File: src/rtl/pc_flow_ctrl_pkg.sv
// Shared encodings for the next-PC sequencer: PC mux select codes (reused by the PC mux)
// and the flow-control state encoding.
package pc_flow_ctrl_pkg;

    typedef enum logic [1:0] {
        PC_NEXT_INS = 2'b00,
        PC_JUMP     = 2'b01,
        PC_BRANCH   = 2'b10,
        PC_NOOP     = 2'b11
    } pc_sel_e;

    typedef enum logic [1:0] {
        ST_RUN   = 2'd0,
        ST_STALL = 2'd1,
        ST_FLUSH = 2'd2,
        ST_HALT  = 2'd3
    } state_e;

endpackage

File: src/rtl/pc_flow_cnt.sv
// Loadable saturating down-counter with zero flag; times STALL and FLUSH sequences.
module pc_flow_cnt
    import pc_flow_ctrl_pkg::*;
#(
    parameter int CNT_W = 3
) (
    input  logic             clk,
    input  logic             rst_n,
    input  logic             i_load,
    input  logic [CNT_W-1:0] i_load_val,
    input  logic             i_dec,
    output logic [CNT_W-1:0] o_count,
    output logic             o_zero
);

    logic [CNT_W-1:0] r_count;

    // NOTE: sequential state uses non-blocking assignments so every flop samples pre-edge values.
    always_ff @(posedge clk or negedge rst_n) begin
        if (!rst_n) begin
            r_count <= '0;
        end else if (i_load) begin
            r_count <= i_load_val;
        end else if (i_dec && (r_count != '0)) begin
            r_count <= r_count - CNT_W'(1);
        end
    end

    assign o_count = r_count;
    assign o_zero  = (r_count == '0);

endmodule

File: src/rtl/pc_flow_ctrl.sv
// Next-PC / pipeline stall-flush sequencer. Optional perf counters: define PC_FLOW_PERF_CNT_EN
// to add stall_cnt/flush_cnt outputs.
module pc_flow_ctrl
    import pc_flow_ctrl_pkg::*;
#(
    parameter int STALL_CYCLES = 1,
    parameter int FLUSH_CYCLES = 0,
    parameter int CNT_W        = 3
) (
    input  logic        clk,
    input  logic        rst_n,
    input  logic        branch_taken,
    input  logic        jump_req,
    input  logic        load_use,
    input  logic        halt_req,
    input  logic        resume,
    output logic [1:0]  pc_sel,
    output logic        pc_we,
    output logic        if_id_stall,
    output logic        if_id_flush,
    output logic        id_ex_flush,
    output logic        halted
`ifdef PC_FLOW_PERF_CNT_EN
    ,
    output logic [31:0] stall_cnt,
    output logic [31:0] flush_cnt
`endif
);

    localparam logic [CNT_W-1:0] LP_STALL_LOAD = CNT_W'((STALL_CYCLES > 1) ? STALL_CYCLES - 1 : 0);
    localparam logic [CNT_W-1:0] LP_FLUSH_LOAD = CNT_W'((FLUSH_CYCLES > 0) ? FLUSH_CYCLES - 1 : 0);

    state_e           r_state;
    logic             r_halted;
    state_e           w_next;
    pc_sel_e          w_sel;
    logic             w_we;
    logic             w_stall;
    logic             w_if_flush;
    logic             w_ex_flush;
    logic             w_load;
    logic [CNT_W-1:0] w_load_val;
    logic             w_dec;
    logic [CNT_W-1:0] w_count;
    logic             w_zero;
    logic             w_branch_now;
    logic             w_stall_last;

    pc_flow_cnt #(.CNT_W(CNT_W)) u_cnt (
        .clk        (clk),
        .rst_n      (rst_n),
        .i_load     (w_load),
        .i_load_val (w_load_val),
        .i_dec      (w_dec),
        .o_count    (w_count),
        .o_zero     (w_zero)
    );

    // The load_use cycle itself is the first bubble, so STALL ends as the count reaches zero.
    assign w_stall_last = w_zero || (w_count == CNT_W'(1));
    assign w_branch_now = branch_taken && ((r_state == ST_RUN) || (r_state == ST_STALL));

    // NOTE: every signal gets a default before the case so no path can infer a latch.
    always_comb begin
        w_sel      = PC_NEXT_INS;
        w_we       = 1'b1;
        w_stall    = 1'b0;
        w_if_flush = 1'b0;
        w_ex_flush = 1'b0;
        w_next     = r_state;
        w_load     = 1'b0;
        w_load_val = LP_STALL_LOAD;
        w_dec      = 1'b0;

        if (w_branch_now) begin
            w_sel      = PC_BRANCH;
            w_if_flush = 1'b1;
            w_ex_flush = 1'b1;
            if (FLUSH_CYCLES > 0) begin
                w_next     = ST_FLUSH;
                w_load     = 1'b1;
                w_load_val = LP_FLUSH_LOAD;
            end else begin
                w_next = ST_RUN;
            end
        end else begin
            unique case (r_state)
                ST_RUN: begin
                    if (jump_req) begin
                        w_sel      = PC_JUMP;
                        w_if_flush = 1'b1;
                    end else if (load_use) begin
                        w_we       = 1'b0;
                        w_stall    = 1'b1;
                        w_ex_flush = 1'b1;
                        if (STALL_CYCLES > 1) begin
                            w_next = ST_STALL;
                            w_load = 1'b1;
                        end
                    end else if (halt_req) begin
                        w_sel  = PC_NOOP;
                        w_next = ST_HALT;
                    end
                end
                ST_STALL: begin
                    w_we       = 1'b0;
                    w_stall    = 1'b1;
                    w_ex_flush = 1'b1;
                    w_dec      = 1'b1;
                    if (w_stall_last) w_next = ST_RUN;
                end
                ST_FLUSH: begin
                    w_if_flush = 1'b1;
                    w_dec      = 1'b1;
                    if (w_zero) w_next = ST_RUN;
                end
                ST_HALT: begin
                    w_sel = PC_NOOP;
                    w_we  = 1'b0;
                    if (resume) w_next = ST_RUN;
                end
            endcase
        end
    end

    always_ff @(posedge clk or negedge rst_n) begin
        if (!rst_n) begin
            r_state  <= ST_RUN;
            r_halted <= 1'b0;
        end else begin
            r_state  <= w_next;
            r_halted <= (w_next == ST_HALT);
        end
    end

    // Outputs drop to their idle values the moment reset asserts, not at the next edge.
    assign pc_sel      = rst_n ? w_sel      : PC_NEXT_INS;
    assign pc_we       = rst_n & w_we;
    assign if_id_stall = rst_n & w_stall;
    assign if_id_flush = rst_n & w_if_flush;
    assign id_ex_flush = rst_n & w_ex_flush;
    assign halted      = r_halted;

`ifdef PC_FLOW_PERF_CNT_EN
    logic [31:0] r_stall_cnt;
    logic [31:0] r_flush_cnt;

    always_ff @(posedge clk or negedge rst_n) begin
        if (!rst_n) begin
            r_stall_cnt <= '0;
            r_flush_cnt <= '0;
        end else begin
            if (!w_we && ((r_state == ST_RUN) || (r_state == ST_STALL)))
                r_stall_cnt <= r_stall_cnt + 32'd1;
            if (w_if_flush)
                r_flush_cnt <= r_flush_cnt + 32'd1;
        end
    end

    assign stall_cnt = r_stall_cnt;
    assign flush_cnt = r_flush_cnt;
`endif

endmodule

File: config.mk
export PLATFORM = sky130hd
export DESIGN_NAME = pc_flow_ctrl
export DESIGN_NICKNAME = d
export VERILOG_FILES = /design/src/rtl/pc_flow_ctrl_pkg.sv /design/src/rtl/pc_flow_cnt.sv /design/src/rtl/pc_flow_ctrl.sv
export SDC_FILE = /design/constraint.sdc
export NUM_CORES = 1
export LEC_CHECK = 0
export ABC_AREA = 1
export ABC_CLOCK_PERIOD_IN_PS = 2230
export CORE_AREA = 2 2 39 41
export CTS_CLUSTER_SIZE = 12
export DETAILED_ROUTE_END_ITERATION = 16
export DIE_AREA = 0 0 41 43
export HOLD_SLACK_MARGIN = 0.1
export PLACE_DENSITY = 0.68
export SETUP_SLACK_MARGIN = 0.05
export SLEW_MARGIN = 20
export SYNTH_ARGS = -nofsm -noshare
export SYNTH_HDL_FRONTEND = slang
export SYNTH_SLANG_ARGS = --single-unit
File: constraint.sdc
create_clock -name clk -period 2.23 [get_ports clk]
set_input_delay 0.5575 -clock clk [delete_from_list [all_inputs] [get_ports clk]]
set_output_delay 0.5575 -clock clk [all_outputs]
set_load 0.005 [all_outputs]
== After elaboration in Yosys (flattened, before gate mapping) ==
Cells that the tools add are included.

* Memories: 0
* Word-level logic and storage cells: 50
* Latch bits: 0
* Memory bits (read-only): 0
* Bits in registers: 6
* Input port bits: 7
* RAM bits: 0

* Reduce and logical (&&, ||, !) cells: 9
* Bitwise operators: 4
* Divide/modulo/power cells: 0
* Order comparisons: 0
* Shifts and indexed selects: 0
* Multipliers: 0
* Mux-type cells: 28
* Add/subtract/negate cells: 1
* Equality and inequality tests: 5

{| class="wikitable"
|+ Operators with widths
! cell !! number
|-
| two-way mux 2 bit || 12
|-
| two-way mux 1 bit || 11
|-
| case mux 2 bit (4 select lines) || 1
|-
| equality test 2 bit, second input constant || 3
|-
| case mux 1 bit (2 select lines) || 3
|-
| AND 1 bit || 4
|-
| case mux 2 bit (2 select lines) || 1
|-
| OR reduction 2 bit || 2
|-
| equality test 3 x 1 -> 1 bit, second input constant || 1
|-
| logical NOT 3 bit || 1
|-
| nonzero test 3 bit || 1
|-
| subtractor 3 x 1 -> 3 bit, second input constant || 1
|-
| equality test 2 x 1 -> 1 bit, second input constant || 1
|-
| logical AND 1 bit || 2
|-
| logical NOT 2 bit || 1
|-
| logical OR 1 bit || 2
|}

== Depth between registers and ports, before layout ==
Gate-level depths: netlist (run 1).

* Depth in word-level cells: 6
* Gate-level depth with buffers: 9
* Mapped depth without buffers: 9

== Hierarchy ==
From an unflattened synthesis (run 1), not the netlist that was laid out.

* Cells, all modules: 87
* Area, all modules: 569.3 µm²

{| class="wikitable"
|+ By module, submodules not included
! module !! area an instance (µm²) !! cells each !! instances !! sequential area each (µm²)
|-
| pc_flow_ctrl || 376.6 || 60 || 1 || 75.1
|-
| pc_flow_cnt || 192.7 || 27 || 1 || 75.1
|}

== Worst setup path before layout (run 1) ==
No wires, ideal clock.

* Kind: reg-to-output
* From: reg r_state[0]
* To: out pc_we
* Cell stages (with the launch flop): 8
* Setup slack: 0.421 ns
* Buffers on the path: 1
* Required time: 1.673 ns
* Data arrival time: 1.252 ns
* Path through: dfrtp_1 -> inv_1 -> ha_1 -> buf_6 -> o21ai_4 -> nand2_1 -> o21ai_0 -> inv_1

* Longest elaborated chain between the ends: 5

{| class="wikitable"
|+ Ends and longest elaborated chain
! what !! RTL line !! text
|-
| start: declaration || pc_flow_ctrl.sv:33 || <nowiki>state_e r_state;</nowiki>
|-
| start signal: assignment || pc_flow_ctrl.sv:131 || <nowiki>r_state <= w_next;</nowiki>
|-
| equality test 2 x 1 -> 1 bit (tied with other cells) || pc_flow_ctrl.sv:61, pc_flow_ctrl.sv:87 ||
|-
| OR reduction 2 bit (no source line) or logical OR 1 bit (tied branches) || n/a ||
|-
| case mux 1 bit (2 select lines) or logical AND 1 bit (tied branches) || pc_flow_ctrl.sv:87, pc_flow_ctrl.sv:61 ||
|-
| two-way mux 1 bit * || pc_flow_ctrl.sv:75 || <nowiki>if (w_branch_now) begin</nowiki>
|-
| AND 1 bit * || pc_flow_ctrl.sv:138 || <nowiki>assign pc_we = rst_n & w_we;</nowiki>
|-
| end: declaration || pc_flow_ctrl.sv:18 || <nowiki>output logic pc_we,</nowiki>
|}

Mark *: on every way between the ends. The rest lies on a longest branch, timed or not.

== Final worst setup path (run 1) ==
Ends and elaborated chain as after synthesis.

==> results.json, run 1 <==
{
  "cp_max_fo": 7,
  "synth_area_um2": 532,
  "path_cells": "inv_2 -> ha_4 -> o21ai_4 -> nand2_1 -> o21ai_1 -> inv_1 -> dlygate4sd2_1",
  "report.final.slew_viol_count": 0,
  "clkSlewWorstSetupHoldPaths_ns": 0.05,
  "post_synth_num_cell_types": 19,
  "crit_path_max_incr_delay_ns": 0.42,
  "place_congestion": 0.725,
  "cts_buffer_depth": 2,
  "initial_core_util_pct": 38.4,
  "grt_max_degree": 8,
  "crit_arrival_ns": 1.55,
  "core_area_um2": 1380,
  "die_w_um": 41,
  "drc_errors": 0,
  "clockRootBuffer": "clkbuf_4",
  "timing.slew.headroom_pct": 85.7,
  "slowest_stage": "dfrtp_2",
  "fin_nets": 113,
  "wl_per_cell_um": 10.5,
  "dieArea_um2": 1760,
  "cts.sinks": 6,
  "viasPerCell": 4.67,
  "stdcell_count": 112,
  "maxCapViolations": 0,
  "worst_clock_skew_ns": 0.00436,
  "fin_crit_ns": 2.11,
  "drive_above_1_share_pct": 29.2,
  "synth_top_area_share_pct": 28.2,
  "synthesis.instances": 71,
  "cts_htree_levels": 1,
  "setup.worst_path.class": "reg -> out",
  "rows": 14,
  "syn-num-nets": 86,
  "fmax_mhz": 474,
  "synthTopCellsByArea": "dfrtp_1 (28%), ha_1 (19%), inv_1 (11%)",
  "power_uw": 429,
  "rsz0062_at_grt": "yes",
  "hold_viol_final": 0,
  "synth_area_leader_cell": "dfrtp_1",
  "area_delta_synth_final_pct": 48.5,
  "avgSynthCellArea_um2": 7.49,
  "cts_hold_buffers": 0,
  "grt_pass1_wl_um": 1800,
  "start_kind": "flip-flop",
  "placed_cells": 106,
  "postRouteAntennaNets": 0,
  "dp_hpwl_um": 862,
  "hp-class": "in -> async",
  "yosysSeqAreaShare_pct": 28.2,
  "setup_viol": 0,
  "yosysWarnings": 0,
  "grt_pass1_vias": 469,
  "detailedRoute.firstIterationViolations": 3,
  "antenna_cells": 0,
  "tritoncts": "built",
  "status": "completed",
  "routed_wl_um": 1180,
  "cts_buffers": 3,
  "powerDensity_nw_per_um2": 543,
  "portBuffers": 13,
  "end_kind": "primary output",
  "antenna_found_initial": 0,
  "peakVddDrop_mv": 0.277,
  "grt_overflow_total": 0,
  "tightestPinTransition_ns": 0.214,
  "ys_ff_latch": 6,
  "die_y_um": 43,
  "worstPathRequired_ns": 1.67,
  "finalSetupTns_ns": 0,
  "clk_latency_ns": 0.25,
  "track_usage_pct": 15.5,
  "via_count": 523,
  "io_pins": 14,
  "first_pass_iters": 2,
  "p_leak_uw": 0.000414,
  "fin_crit_sh_pct": 94.7
}
==> state kept, by name (all words and copies together), names as in the netlist <==
| name | cells |
|---|---|
| r_state | 2 |
| u_cnt.o_count | 3 |
| halted | 1 |
==> Yosys cell counts <==
library cell and n:
o21ai_4 1, nand2_1 14, a21oi_1 2, buf_6 1, inv_2 1, nand3_1 2, dfrtp_1 6, a31oi_1 2
o21ai_0 3, nand3_2 1, xor2_1 2, o21ai_1 1, nor2_2 1, a21oi_2 1, nor2_1 6, inv_1 15
ha_1 8, nor3_1 1, nand4_1 3
==> report_power, final <==
part / internal, µW / switching [µW] / total, µW
sequential: 115 / 6.61 / 122
combinational: 107 / 99.2 / 206
clock: 60.9 / 39.9 / 101
==> final cells by class <==
cell class                      count  area (µm²)
Timing Repair Buffer               23         193
Sequential cell                     6         151
Tap cell                           16        20.0
Fill cell                         143         594
Clock buffer                        3        22.5
Inverter                           16        60.1
Multi-Input combinational cell     48         343
==> cells by family (layout without fill, tap and decap cells) <==
group	count (synthesis)	in the layout	share of synthesized area (%)
compound gates	10	10	12.7
flops	6	6	28.2
fa+ha+maj	8	8	18.8
buf+inv	17	42	13.4
simple gates	28	28	23.5
xor+xnor	2	2	3.29
==> routing by layer <==
metal	share of wire (%)	GRT usage, %
met1	45	15.5
met2	49	26.6
met3	5.0	3.14
met4	1.0	10.0
met5	0	0
==> critical path: cells and delay by family, from the launching register on <==
family / cells / cell delay, ns
fa+ha+maj: 1 / 0.19
buf+inv: 3 / 0.36
compound gates: 2 / 0.27
simple gates: 1 / 0.07
flops: 1 / 0.42
==> cells in the final DEF, fill, tap and decap left out, drive strengths merged <==
cell type / synthesis / routed
inv: 16 / 16
nand2: 14 / 14
dlygate4sd2: 0 / 10
buf: 1 / 10
ha: 8 / 8
nor2: 7 / 7
dfrtp: 6 / 6
o21ai: 5 / 5
nand4: 3 / 3
clkbuf: 0 / 3
nand3: 3 / 3
a21oi: 3 / 3
a31oi: 2 / 2
xor2: 2 / 2
clkdlybuf4s50: 0 / 2
nor3: 1 / 1
clkdlybuf4s15: 0 / 1
==> repair_timing <==
item / in CTS / in global routing
buffers inserted: 1 / 2
pin swaps: 3 / 1
cloned: 0 / 0
gates resized for setup: 22 / 4
endpoints found under the setup margin: 6 / 4
==> per-stage QoR <==
| step | hold slack [ns] | utilization (%) | area [µm²] | setup slack [ns] |
|---|---|---|---|---|
| floorplan | 0.262 | - | 532 | 0.421 |
| global placement | 0.477 | 52.3 | 723 | -0.284 |
| detailed placement | 0.478 | 52.3 | 723 | -0.271 |
| CTS | 0.450 | 55.3 | 766 | 0.0489 |
| global route | 0.474 | 57.1 | 790 | 0.0265 |
| finish | 0.455 | 57.1 | 790 | 0.119 |
==> worst paths after layout <==
check | slack [ns] | end | cells past startpoint | from
max | 0.12 | pc_we | 7 | r_state[0]
min | 0.45 | r_state[0] | 2 | rst_n
max reg2reg | 0.78 | u_cnt.o_count[2] | 7 | r_state[0]
min reg2reg | 0.49 | u_cnt.o_count[1] | 2 | u_cnt.o_count[1]
max in group asynchronous | 1.65 | r_state[0] | 2 | rst_n
min in group clk | 0.49 | u_cnt.o_count[1] | 2 | u_cnt.o_count[1]
Note: power is estimated with default switching activity, not from simulation.
==> inputs of run 2 (changes only) <==
--- a/config.mk
+++ b/config.mk
@@ -18,3 +18,4 @@
 export SYNTH_ARGS = -nofsm -noshare
 export SYNTH_HDL_FRONTEND = slang
 export SYNTH_SLANG_ARGS = --single-unit
+export TNS_END_PERCENT = 1
==> results.json, run 2 (synthesis gave the netlist of run 1 again) <==
{
  "status": "completed",
  "crit_arrival_ns": 1.55,
  "fin_crit_sh_pct": 94.7,
  "hp-class": "in -> async",
  "largest_reg_flops": 3,
  "fin_crit_ns": 2.11,
  "crit_path_max_incr_delay_ns": 0.42,
  "fillCellCount": 145,
  "powerDensity_nw_per_um2": 546,
  "route.met3.wl_um": 70,
  "path_depth": 7,
  "timing.hold.ws_ns": 0.454,
  "fmax_mhz": 473,
  "fin_nets": 112,
  "rsz0062_at_grt": "yes",
  "cts_htree_levels": 1,
  "top_layer_used": "met4",
  "track_usage_pct": 15.5,
  "grt_pass1_vias": 469,
  "clk_latency_ns": 0.25,
  "layout_common_cells": "nand2_1 (14), inv_1 (10), buf_4 (9)",
  "setup.worst_path.class": "reg -> out",
  "final_core_util_pct": 56.5,
  "crit_start": "r_state[0]",
  "crit_buf_inv": 3,
  "drc_errors": 0,
  "setup_viol": 0,
  "antenna_found_initial": 0,
  "end_kind": "primary output",
  "r2r_start": "r_state[0]",
  "cts.sinks": 6,
  "detailedRoute.firstIterationViolations": 4,
  "first_pass_iters": 2,
  "path_cells": "inv_2 -> ha_4 -> o21ai_4 -> buf_4 -> nand2_1 -> nor2_1 -> clkdlybuf4s15_1",
  "rows": 14,
  "routed_wl_um": 1170,
  "via_count": 514,
  "tightestPinTransition_ns": 0.220,
  "p_leak_uw": 0.000414,
  "start_kind": "flip-flop",
  "grt_max_degree": 8,
  "postRouteAntennaNets": 0,
  "slowest_stage": "dfrtp_2",
  "viasPerCell": 4.63,
  "portBuffers": 13,
  "dr_wl_met2_um": 582,
  "path_delay_family": "buffers and inverters",
  "drive_above_1_share_pct": 28.4,
  "dieArea_um2": 1760,
  "wl_per_cell_um": 10.5,
  "die_y_um": 43,
  "worstPathRequired_ns": 1.67,
  "placed_cells": 106,
  "cp_max_fo": 7,
  "clkSlewWorstSetupHoldPaths_ns": 0.05,
  "r2r_cells": 7,
  "core_area_um2": 1380,
  "maxCapViolations": 0,
  "initial_core_util_pct": 38.4,
  "hold_viol_final": 0,
  "mostFrequentLayoutCell": "nand2_1",
  "area_delta_synth_final_pct": 47.1,
  "grt_pass1_wl_um": 1800,
  "timing.slew.headroom_pct": 85.3,
  "report.final.slew_viol_count": 0,
  "clockRootBuffer": "clkbuf_4",
  "stdcell_count": 111,
  "cts_buffers": 3,
  "m1WireLength_um": 504,
  "antenna_cells": 0,
  "grt_overflow_total": 0,
  "io_pins": 14,
  "worst_clock_skew_ns": 0.00436,
  "ff2ff_setup_slack_ns": 0.78,
  "peakVddDrop_mv": 0.273,
  "power_uw": 427,
  "cts_buffer_depth": 2,
  "die_w_um": 41,
  "reg2reg_to": "u_cnt.o_count[2]",
  "tritoncts": "built",
  "finalSetupTns_ns": 0,
  "place_congestion": 0.725,
  "dp_hpwl_um": 862,
  "cts_hold_buffers": 0,
  "endpoint": "pc_sel[0]"
}
[run 2: layout make-up]
cell class                      count  area (µm²)  share of cell area, %
Clock buffer                        3        22.5                   2.88
Inverter                           16        60.1                   7.68
Multi-Input combinational cell     48         340                   43.5
Sequential cell                     6         151                   19.4
Tap cell                           16        20.0                   2.56
Timing Repair Buffer               22         188                   24.0
[run 2: timing repair]
item	in CTS	in global routing
gates resized for setup	21	8
setup buffers	1	1
pin swaps	2	1
cloned	0	0
endpoints found under the setup margin	6	4
[run 2: worst register-to-register path, cell delays in order, from the launching register on]
cell and delay [ns]:
dfrtp_2 0.42, inv_2 0.07, ha_4 0.19, o21ai_4 0.12, buf_4 0.15, buf_4 0.13
nand4_1 0.09, xor2_1 0.16
[run 2: routing by layer]
metal / track usage, % / vias to the layer above
li1: - / 268
met1: 15.5 / 229
met2: 26.6 / 15
met3: 3.14 / 2
met4: 10.0 / 0
met5: 0 / -
[run 2: per-stage QoR]
stage | setup slack [ns] | instance area [µm²]
final | 0.118 | 782
after global routing | 0.0213 | 782
after CTS | -0.135 | 767
after detailed placement | -0.271 | 723
after global placement | -0.284 | 723
after floorplan | 0.421 | 532
[run 2: how the worst min path moves through the flow]
stage	endpoint	from	slack (ns)
floorplan	halted	rst_n	0.26
global placement	u_cnt.o_count[1]	u_cnt.o_count[1]	0.48
detailed placement	u_cnt.o_count[1]	u_cnt.o_count[1]	0.48
CTS	halted	rst_n	0.45
global route	u_cnt.o_count[2]	rst_n	0.48
finish	r_state[0]	rst_n	0.45
[run 2: power by group]
part,internal (µW),switching [µW]
Clock,60.9,39.9
Combinational,105,99.0
Sequential,115,6.61
==> inputs of run 3 (changes only) <==
--- a/config.mk
+++ b/config.mk
@@ -6,7 +6,6 @@
 export NUM_CORES = 1
 export LEC_CHECK = 0
 export ABC_AREA = 1
-export ABC_CLOCK_PERIOD_IN_PS = 2230
 export CORE_AREA = 2 2 39 41
 export CTS_CLUSTER_SIZE = 12
 export DETAILED_ROUTE_END_ITERATION = 16
==> results of run 3 <==
Final layout, timing and power as in run 2 (identical DEF).
